--- src/rtl/rv_pkg.sv ---
// Shared definitions for the single-issue RISC-V core: default datapath
// widths, the canonical NOP encoding, major opcode values and the fetch
// stage run/done state type.
package rv_pkg;

  localparam int unsigned BITSIZE_DEF = 32;
  localparam int unsigned REGSIZE_DEF = 32;

  // ADDI x0,x0,0
  localparam logic [31:0] NOP = 32'h0000_0013;

  localparam logic [6:0] OP_IMM = 7'b0010011;
  localparam logic [6:0] LUI    = 7'b0110111;
  localparam logic [6:0] OP     = 7'b0110011;
  localparam logic [6:0] BRANCH = 7'b1100011;
  localparam logic [6:0] LOAD   = 7'b0000011;
  localparam logic [6:0] STORE  = 7'b0100011;

  typedef enum logic {
    RUN  = 1'b0,
    DONE = 1'b1
  } fetch_state_t;

endpackage

--- src/rtl/instruction_fetch_if.sv ---
// Fetch-stage bus: instruction memory address/data pair plus the IF/ID
// pipeline register contents handed to decode.
//   master : fetch stage (drives imem_addr and if_id_*, reads imem_data)
//   slave  : memory/decode side (drives imem_data, reads the rest)
interface instruction_fetch_if #(
  parameter int unsigned BITSIZE = 32,
  parameter int unsigned REGSIZE = 32
);
  logic [REGSIZE-1:0] imem_addr;
  logic [BITSIZE-1:0] imem_data;
  logic [BITSIZE-1:0] if_id_instr;
  logic [REGSIZE-1:0] if_id_pc;
  logic               if_id_valid;

  modport master (
    output imem_addr,
    input  imem_data,
    output if_id_instr,
    output if_id_pc,
    output if_id_valid
  );

  modport slave (
    input  imem_addr,
    output imem_data,
    input  if_id_instr,
    input  if_id_pc,
    input  if_id_valid
  );
endinterface

--- src/rtl/instruction_fetch_if_id_reg.sv ---
// IF/ID pipeline register.
// Ports:
//   clk, reset      : clock, asynchronous active-high reset
//   load            : capture instr_in/pc_in, mark valid
//   bubble          : insert NOP, clear valid, keep pc (wins over load)
//   instr_in, pc_in : fetched word and its word index
//   instr, pc, valid: registered outputs to decode
// With neither load nor bubble the register holds.
module if_id_reg
  import rv_pkg::*;
#(
  parameter int unsigned BITSIZE = BITSIZE_DEF,
  parameter int unsigned REGSIZE = REGSIZE_DEF
) (
  input  logic               clk,
  input  logic               reset,
  input  logic               load,
  input  logic               bubble,
  input  logic [BITSIZE-1:0] instr_in,
  input  logic [REGSIZE-1:0] pc_in,
  output logic [BITSIZE-1:0] instr,
  output logic [REGSIZE-1:0] pc,
  output logic               valid
);

  localparam logic [BITSIZE-1:0] NOP_W = BITSIZE'(NOP);

  logic [BITSIZE-1:0] instr_d, instr_q;
  logic [REGSIZE-1:0] pc_d, pc_q;
  logic               valid_d, valid_q;

  always_comb begin
    instr_d = instr_q;
    pc_d    = pc_q;
    valid_d = valid_q;
    if (bubble) begin
      instr_d = NOP_W;
      valid_d = 1'b0;
    end else if (load) begin
      instr_d = instr_in;
      pc_d    = pc_in;
      valid_d = 1'b1;
    end
  end

  always_ff @(posedge clk or posedge reset) begin
    if (reset) begin
      instr_q <= NOP_W;
      pc_q    <= '0;
      valid_q <= 1'b0;
    end else begin
      instr_q <= instr_d;
      pc_q    <= pc_d;
      valid_q <= valid_d;
    end
  end

  assign instr = instr_q;
  assign pc    = pc_q;
  assign valid = valid_q;

endmodule

--- src/rtl/instruction_fetch.sv ---
// Instruction fetch stage. Holds the word-indexed PC, presents it to the
// asynchronous-read instruction memory and captures the returned word into
// the IF/ID register. Handles decode stall, taken-branch redirect (one
// bubble) and halts once the PC leaves 0..MEM_DEPTH-1.
// Ports:
//   clk, reset     : clock, asynchronous active-high reset
//   stall          : decode cannot accept; hold PC, IF/ID and count
//   branch_taken   : redirect request from execute (overrides stall)
//   branch_target  : word index fetched next on redirect
//   bus (master)   : imem_addr/imem_data and if_id_instr/pc/valid
//   fetch_done     : PC out of range, fetch halted
//   fetch_count    : number of valid instructions delivered (wraps)
module instruction_fetch
  import rv_pkg::*;
#(
  parameter int unsigned BITSIZE   = BITSIZE_DEF,
  parameter int unsigned REGSIZE   = REGSIZE_DEF,
  parameter int unsigned MEM_DEPTH = 32,
  parameter int unsigned RESET_PC  = 1
) (
  input  logic                clk,
  input  logic                reset,
  input  logic                stall,
  input  logic                branch_taken,
  input  logic [REGSIZE-1:0]  branch_target,
  instruction_fetch_if.master bus,
  output logic                fetch_done,
  output logic [31:0]         fetch_count
);

  localparam logic [REGSIZE-1:0] DEPTH_W    = REGSIZE'(MEM_DEPTH);
  localparam logic [REGSIZE-1:0] RESET_PC_W = REGSIZE'(RESET_PC);

  fetch_state_t       state_d, state_q;
  logic [REGSIZE-1:0] pc_d, pc_q;
  logic [31:0]        count_d, count_q;
  logic               ld;
  logic               bub;

  logic [BITSIZE-1:0] if_instr;
  logic [REGSIZE-1:0] if_pc;
  logic               if_valid;

  // Priority: redirect > done > stall > advance.
  always_comb begin
    state_d = state_q;
    pc_d    = pc_q;
    count_d = count_q;
    ld      = 1'b0;
    bub     = 1'b0;
    if (branch_taken) begin
      pc_d    = branch_target;
      bub     = 1'b1;
      state_d = (branch_target < DEPTH_W) ? RUN : DONE;
    end else if (state_q == DONE) begin
      bub = 1'b1;
    end else if (stall) begin
      // everything holds
    end else if (pc_q < DEPTH_W) begin
      ld      = 1'b1;
      pc_d    = pc_q + 1'b1;
      count_d = count_q + 32'd1;
    end else begin
      state_d = DONE;
      bub     = 1'b1;
    end
  end

  always_ff @(posedge clk or posedge reset) begin
    if (reset) begin
      state_q <= RUN;
      pc_q    <= RESET_PC_W;
      count_q <= '0;
    end else begin
      state_q <= state_d;
      pc_q    <= pc_d;
      count_q <= count_d;
    end
  end

  if_id_reg #(
    .BITSIZE (BITSIZE),
    .REGSIZE (REGSIZE)
  ) u_if_id_reg (
    .clk      (clk),
    .reset    (reset),
    .load     (ld),
    .bubble   (bub),
    .instr_in (bus.imem_data),
    .pc_in    (pc_q),
    .instr    (if_instr),
    .pc       (if_pc),
    .valid    (if_valid)
  );

  assign bus.imem_addr   = pc_q;
  assign bus.if_id_instr = if_instr;
  assign bus.if_id_pc    = if_pc;
  assign bus.if_id_valid = if_valid;
  assign fetch_done      = (state_q == DONE);
  assign fetch_count     = count_q;

endmodule

--- src/flat_wrapper.sv ---
// flat-port wrapper written by rule: the top's interface ports become plain ports
module instruction_fetch_flat import rv_pkg::*;
#(
  parameter int unsigned BITSIZE   = BITSIZE_DEF,
  parameter int unsigned REGSIZE   = REGSIZE_DEF,
  parameter int unsigned MEM_DEPTH = 32,
  parameter int unsigned RESET_PC  = 1
)
  (clk, reset, stall, branch_taken, branch_target, fetch_done, fetch_count, bus_imem_addr, bus_imem_data, bus_if_id_instr, bus_if_id_pc, bus_if_id_valid);
  instruction_fetch_if #(.BITSIZE(BITSIZE), .REGSIZE(REGSIZE)) bus_i ();
  input  logic clk;
  input  logic reset;
  input  logic stall;
  input  logic branch_taken;
  input  logic [REGSIZE-1:0] branch_target;
  output logic fetch_done;
  output logic [31:0] fetch_count;
  output wire logic [$bits(bus_i.imem_addr)-1:0] bus_imem_addr;
  input wire logic [$bits(bus_i.imem_data)-1:0] bus_imem_data;
  output wire logic [$bits(bus_i.if_id_instr)-1:0] bus_if_id_instr;
  output wire logic [$bits(bus_i.if_id_pc)-1:0] bus_if_id_pc;
  output wire logic [$bits(bus_i.if_id_valid)-1:0] bus_if_id_valid;
  assign bus_imem_addr = bus_i.imem_addr;
  assign bus_i.imem_data = bus_imem_data;
  assign bus_if_id_instr = bus_i.if_id_instr;
  assign bus_if_id_pc = bus_i.if_id_pc;
  assign bus_if_id_valid = bus_i.if_id_valid;
  instruction_fetch #(.BITSIZE(BITSIZE), .REGSIZE(REGSIZE), .MEM_DEPTH(MEM_DEPTH), .RESET_PC(RESET_PC)) u_core (.clk(clk), .reset(reset), .stall(stall), .branch_taken(branch_taken), .branch_target(branch_target), .bus(bus_i), .fetch_done(fetch_done), .fetch_count(fetch_count));
endmodule
--- config.mk ---
export PLATFORM = sky130hd
export DESIGN_NAME = instruction_fetch_flat
export DESIGN_NICKNAME = d
export VERILOG_FILES = /design/src/rtl/rv_pkg.sv /design/src/rtl/instruction_fetch_if.sv /design/src/rtl/instruction_fetch_if_id_reg.sv /design/src/rtl/instruction_fetch.sv /design/src/flat_wrapper.sv
export SDC_FILE = /design/constraint.sdc
export NUM_CORES = 1
export LEC_CHECK = 0
export BUFFER_PORTS_ARGS = -buffer_cell sky130_fd_sc_hd__buf_4
export CELL_PAD_IN_SITES_DETAIL_PLACEMENT = 1
export CELL_PAD_IN_SITES_GLOBAL_PLACEMENT = 1
export CORE_UTILIZATION = 40
export CTS_CLUSTER_DIAMETER = 100
export CTS_CLUSTER_SIZE = 20
export DETAILED_ROUTE_END_ITERATION = 6
export PLACE_DENSITY = 0.89
export SKIP_LAST_GASP = 1
export SLEW_MARGIN = 40
export SYNTH_ARGS = -nofsm -noshare
export SYNTH_HDL_FRONTEND = slang
export SYNTH_SLANG_ARGS = --single-unit
--- constraint.sdc ---
create_clock -name clk -period 7.4 [get_ports clk]
set_input_delay 0.74 -clock clk [delete_from_list [all_inputs] [get_ports clk]]
set_output_delay 0.74 -clock clk [all_outputs]
set_load 0.02 [all_outputs]
==> results of run 1 <==
==> cells in the mapped netlist (4+ instances only) <==
master / number / area (um2)
dfstp_2: 4 / 105
nor2_1: 6 / 22.5
and4_1: 7 / 61.3
nand2_1: 76 / 285
o21ai_0: 5 / 25.0
nor4_1: 9 / 56.3
a21oi_1: 28 / 140
and2_1: 5 / 31.3
xnor2_1: 31 / 272
clkbuf_1: 7 / 26.3
and3_1: 10 / 62.6
mux2_2: 33 / 372
nor2b_1: 27 / 169
nor4_2: 4 / 50.1
nand4_1: 11 / 68.8
dfrtp_1: 126 / 3150
nand3_1: 20 / 100
buf_2: 8 / 40.0
==> state kept, by name, indices dropped and copies added, names as in the netlist <==
name and cells:
u_core.u_if_id_reg.pc 32, u_core.fetch_count 32, u_core.bus.imem_addr 32, u_core.u_if_id_reg.instr 32, u_core.fetch_done 1, u_core.u_if_id_reg.valid 1
==> per-stage QoR <==
| step | instance area (um2) | power (mW) | util, % | hold WS [ns] |
|---|---|---|---|---|
| final | 7560 | 1.77 | 59.5 | 0.410 |
| after global routing | 7560 | 1.82 | 59.5 | 0.449 |
| after CTS | 7550 | 1.78 | 59.3 | 0.481 |
| after detailed placement | 6920 | 0.894 | 54.4 | 0.469 |
| after global placement | 6900 | 0.888 | 54.2 | 0.461 |
| after floorplan | 5280 | 0.817 | - | 0.520 |
==> routing by layer <==
| metal | vias up | track usage (%) | wire, um |
|---|---|---|---|
| met5 | - | 0 | 0 |
| met4 | 0 | 11.3 | 458 |
| met3 | 33 | 6.85 | 981 |
| met2 | 152 | 43.2 | 8290 |
| met1 | 2174 | 26.1 | 5930 |
| li1 | 1926 | - | - |
==> area by class of cell <==
type,count,area (um2)
Clock buffer,21,470
Clock inverter,10,156
Fill cell,1344,5160
Inverter,1,8.76
Multi-Input combinational cell,294,1940
Sequential cell,130,3260
Tap cell,172,215
Timing Repair Buffer,201,1520
==> final timing paths <==
path	from	to	slack, ns
min	reset	u_core.fetch_count[23]$_DFFE_PP0P_	0.41
max reg2reg	u_core.bus.imem_addr[18]$_DFFE_PP0P_	u_core.fetch_count[27]$_DFFE_PP0P_	4.65
min in group clk	u_core.fetch_count[31]$_DFFE_PP0P_	u_core.fetch_count[31]$_DFFE_PP0P_	0.48
max in group asynchronous	reset	u_core.u_if_id_reg.pc[0]$_DFFE_PP0P_	5.99
max	u_core.bus.imem_addr[18]$_DFFE_PP0P_	u_core.fetch_count[27]$_DFFE_PP0P_	4.65
min reg2reg	u_core.fetch_count[31]$_DFFE_PP0P_	u_core.fetch_count[31]$_DFFE_PP0P_	0.48
==> cells by family after synthesis <==
logic type | count (synthesis)
AO/OA/AOI/OAI | 39
XOR/XNOR | 34
adder cells (fa/ha/maj) | 2
buffers and inverters | 22
flip-flops | 130
multiplexers | 35
AND/OR/NAND/NOR | 184
==> power by group <==
group	switching [mW]	leakage (nW)	internal (mW)
combinational	0.0676	1.65	0.0633
sequential	0.0208	1.73	0.730
clock	0.300	0.309	0.587
total	0.388	3.69	1.38
==> worst max-delay path, stage by stage, from the launching register on <==
cell	delay, ns
dfrtp_1	0.39
nor4_1	0.64
nand3_1	0.46
nor3_4	0.70
nand4_1	0.26
xnor2_1	0.19
==> impl_metrics.tcl, run 1 <==
set metrics [dict create \
    grt-ovfl-total 0 \
    boundaryPins 198 \
    ys_warn_count 0 \
    place_ws_ns 4.38 \
    slew_violations 0 \
    yosysUniqueCellTypes 36 \
    cp-start-kind "register" \
    rsz0062_at_grt "no" \
    setup_tns_ns 0 \
    path_class "register to register" \
    seq_area_frac_synth_pct 61.7 \
    core_area_um2 12700 \
    initial_core_util_pct 41.5 \
    final_nets 715 \
    ys.flop_type "dfrtp_1" \
    drt_first_pass_iters 4 \
    drive_gt1_share_pct 42.3 \
    post_cts_buffers 0 \
    crit_path_end_kind "register" \
    grt_max_degree 67 \
    synth_compound_area_share_pct 4.00 \
    num_rows 41 \
    max_slew.worst_pin.slew_ns 0.763 \
    remaining_drc_errors 0 \
    cp_max_fo 15 \
    cts_root_buf "clkbuf_16" \
    diodes 0 \
    powerDensity_nw_per_um2 234 \
    period_share_pct 37.1 \
    vdd_drop_max_mv 0.150 \
    final_common_cell "buf_4" \
    drt-total-wl_um 15700 \
    final_cell_mix "buf_4 (199), dfrtp_1 (126), nand2_1 (75), mux2_2 (33), xnor2_1 (31)" \
    area_delta_synth_final_pct 43.2 \
    insertion_delay_ns 0.41 \
    antenna_found_initial 0 \
    viasPerCell 5.17 \
    worstRegToRegCells 5 \
    port_buffers 197 \
    fin_crit_ns 2.75 \
    drt-initial-drc-count 197 \
    muxShareOfSynthArea_pct 7.42 \
    synth-edff-count 0 \
    gp_congestion 0.752 \
    grt_usage_pct 24.0 \
    h-tree-depth 4 \
    routed-via-count 4285 \
    async_flop_share_pct 100 \
    clk_path_buf_depth 2 \
    synth-seq-cells 130 \
    syn_area_um2 5280 \
    ctsHoldBuffers 0 \
    worst_slack_ns 4.65 \
    arrival_ns 3.04 \
    setup_violations 0 \
    syn-num-nets 516 \
    cts_resized 0 \
    hpwl_um 11200 \
    p_leak_nw 3.69 \
    maxCapViolations 0 \
    synth-simple-area-share_pct 18.7 \
    status "finished, final reports clean" \
    numCtsBuffers 17 \
    slew_headroom_pct 49.0 \
    fmax_ghz 0.364 \
    netlist_instances 446 \
    finalHoldViolCount 0 \
    die_area_um2 13700 \
    grt_pass1_vias 4558 \
    wire_per_inst_um 18.9 \
    hold_path.class "input port to async pin" \
    synthAdderAreaFrac_pct 0.474 \
    grt_first_pass_wirelength_um 24300 \
    die_x_um 117 \
    syn_area_per_cell_um2 11.8 \
    synth_top_family_by_area "simple AND/OR/NAND/NOR gates" \
    cts_sinks 130 \
    synth_xor_area_share_pct 5.64 \
    antenna_left 0 \
    die_h_um 117 \
    layout.cells.non_filler 829 \
    dpl.cell_count 797 \
    finClkSkew_ns 0.00627 \
    cp.required_ns 7.69 \
    cts_tree "yes" \
    clkSlewWorstSetupHoldPaths_ns 0.06 \
]
(Power assumes the default switching activity.)
==> run 2: changes to the inputs <==
--- a/config.mk
+++ b/config.mk
@@ -8,11 +8,11 @@
 export BUFFER_PORTS_ARGS = -buffer_cell sky130_fd_sc_hd__buf_4
 export CELL_PAD_IN_SITES_DETAIL_PLACEMENT = 1
 export CELL_PAD_IN_SITES_GLOBAL_PLACEMENT = 1
-export CORE_UTILIZATION = 40
+export CORE_UTILIZATION = 34
 export CTS_CLUSTER_DIAMETER = 100
 export CTS_CLUSTER_SIZE = 20
 export DETAILED_ROUTE_END_ITERATION = 6
-export PLACE_DENSITY = 0.89
+export PLACE_DENSITY = 0.81
 export SKIP_LAST_GASP = 1
 export SLEW_MARGIN = 40
 export SYNTH_ARGS = -nofsm -noshare
==> constraint.sdc (replaced) <==
create_clock -name clk -period 2.3 [get_ports clk]
set_input_delay 0.23 -clock clk [delete_from_list [all_inputs] [get_ports clk]]
set_output_delay 0.23 -clock clk [all_outputs]
set_load 0.02 [all_outputs]
==> impl_metrics.tcl, run 2 (synthesis results as in run 1) <==
set metrics [dict create \
    status "finished, final reports clean" \
    crit_chain "nor4_1 -> nand3_2 -> nor3b_4 -> buf_4 -> buf_4 -> xor2_1" \
    worstRegToRegCells 6 \
    drt-initial-drc-count 105 \
    crit_path_end_kind "register" \
    slew_headroom_pct 61.1 \
    port_buffers 197 \
    hold_path.class "input port to register" \
    die_x_um 127 \
    layout.cells.non_filler 855 \
    insertion_delay_ns 0.41 \
    grt_max_degree 72 \
    grt_usage_pct 20.3 \
    num_rows 45 \
    gp_congestion 0.785 \
    grt_pass1_vias 4620 \
    cts_root_buf "clkbuf_16" \
    max_slew.worst_pin.slew_ns 0.583 \
    arrival_ns 2.49 \
    min_from "branch_target[1]" \
    cp-start-kind "register" \
    final_cell_mix "buf_4 (206), dfrtp_1 (126), nand2_1 (76), mux2_2 (33), xnor2_1 (31)" \
    cp_max_fo 19 \
    rsz0062_at_grt "no" \
    numCtsBuffers 17 \
    core_area_um2 15200 \
    hold_depth 3 \
    drt-total-wl_um 15200 \
    timing.rr.end "u_core.fetch_count[0]$_DFFE_PP0P_" \
    die_h_um 127 \
    fillers 1641 \
    multi_input_area_um2 1920 \
    boundaryPins 198 \
    r2r_slack_ns 0.15 \
    antenna_found_initial 0 \
    initial_core_util_pct 34.7 \
    dpl.cell_count 822 \
    finClkSkew_ns 0.00724 \
    r2r_start "u_core.bus.imem_addr[18]$_DFFE_PP0P_" \
    fmax_ghz 0.466 \
    cp_slowest_cell "nor4_1" \
    cpPeakStageDelay_ns 0.49 \
    die_area_um2 16000 \
    diodes 0 \
    hpwl_um 10900 \
    maxCapViolations 0 \
    wire_per_inst_um 17.7 \
    powerDensity_nw_per_um2 741 \
    remaining_drc_errors 0 \
    vdd_drop_max_mv 0.492 \
    clkSlewWorstSetupHoldPaths_ns 0.06 \
    grt-ovfl-total 0 \
    final_nets 725 \
    cts_sinks 130 \
    viasPerCell 4.92 \
    seq_area_um2 3260 \
    startpoint "u_core.bus.imem_addr[18]$_DFFE_PP0P_" \
    setup_tns_ns 0 \
    min_to "u_core.bus.imem_addr[1]$_DFFE_PP0P_" \
    total_power_mw 5.70 \
    path_class "register to register" \
    h-tree-depth 4 \
    critPathMostFrequentCell "buf_4" \
    period_share_pct 93.4 \
    cts_tree "yes" \
    final_common_cell "buf_4" \
    area_delta_synth_final_pct 45.5 \
    grt_first_pass_wirelength_um 25100 \
    antenna_left 0 \
    clk_path_buf_depth 2 \
    drt_first_pass_iters 4 \
    placed_area_um2 7040 \
    cp.required_ns 2.64 \
    final_area_um2 7690 \
    finalHoldViolCount 0 \
    fin_crit_ns 2.15 \
    routed-via-count 4204 \
    drive_gt1_share_pct 42.9 \
    p_leak_nw 3.70 \
    setup_violations 0 \
    slew_violations 0 \
]
[run 2: cell count changes in the layout (fill, tap and decap cells not counted), sizes merged]
cell	change
dlygate4sd3	+1
inv	-1
clkinv	-2
clkbuf	+1
clkinvlp	+2
buf	+9
[run 2: worst max path at each step]
stage	end	slack [ns]	depth (start not counted)
2_1_floorplan	u_core.fetch_count[1]$_DFFE_PP0P_	0.35	4
5_1_grt	u_core.fetch_count[0]$_DFFE_PP0P_	0.03	7
3_5_place_dp	u_core.fetch_count[0]$_DFFE_PP0P_	0.10	6
6_report	u_core.fetch_count[0]$_DFFE_PP0P_	0.15	6
3_3_place_gp	u_core.fetch_count[0]$_DFFE_PP0P_	0.22	6
4_1_cts	u_core.fetch_count[0]$_DFFE_PP0P_	0.02	6
[run 2: worst max-delay path: cells and delay by family, from the launching register on]
| family | cells | cell delay, ns |
|---|---|---|
| DFF | 1 | 0.39 |
| xor gates and xnor gates | 1 | 0.16 |
| and+or+nand+nor | 3 | 0.96 |
| buffers and inverters | 2 | 0.56 |
[run 2: routing by layer]
metal  routed length, um  track usage, %
met5                   0               0
met4                 318            8.43
met3                 914            5.95
met2                7710            34.7
met1                6220            23.9
[run 2: cell type report]
type	instances	area share [%]
clock buffer	22	6.17
clock inverter	9	2.00
inverter	1	0.0977
multi-input combinational	294	25.0
sequential	130	42.4
tap	188	3.06
timing repair buffer	211	21.3
[run 2: metrics by stage]
| step | hold slack (ns) | utilization (%) | setup slack, ns |
|---|---|---|---|
| floorplan | 0.342 | - | 0.349 |
| global placement | 0.162 | 46.3 | 0.223 |
| detailed placement | 0.170 | 46.3 | 0.102 |
| CTS | 0.00923 | 50.5 | 0.0185 |
| global route | 0.0265 | 50.6 | 0.0259 |
| finish | 0.0271 | 50.6 | 0.153 |
[run 2: timing repair]
| action | in CTS | in global routing |
|---|---|---|
| endpoints found under the setup margin | 0 | 28 |
| hold buffers | 1 | 0 |
| gates resized for setup | 0 | 1 |
| setup buffers | 0 | 1 |
| endpoints found under the hold margin | 4 | 0 |
[run 2: report_power, final]
part	total, mW	switching [mW]	internal, mW
registers	2.41	0.0651	2.35
clock network	2.86	0.967	1.89
logic	0.426	0.215	0.211
total	5.70	1.25	4.45
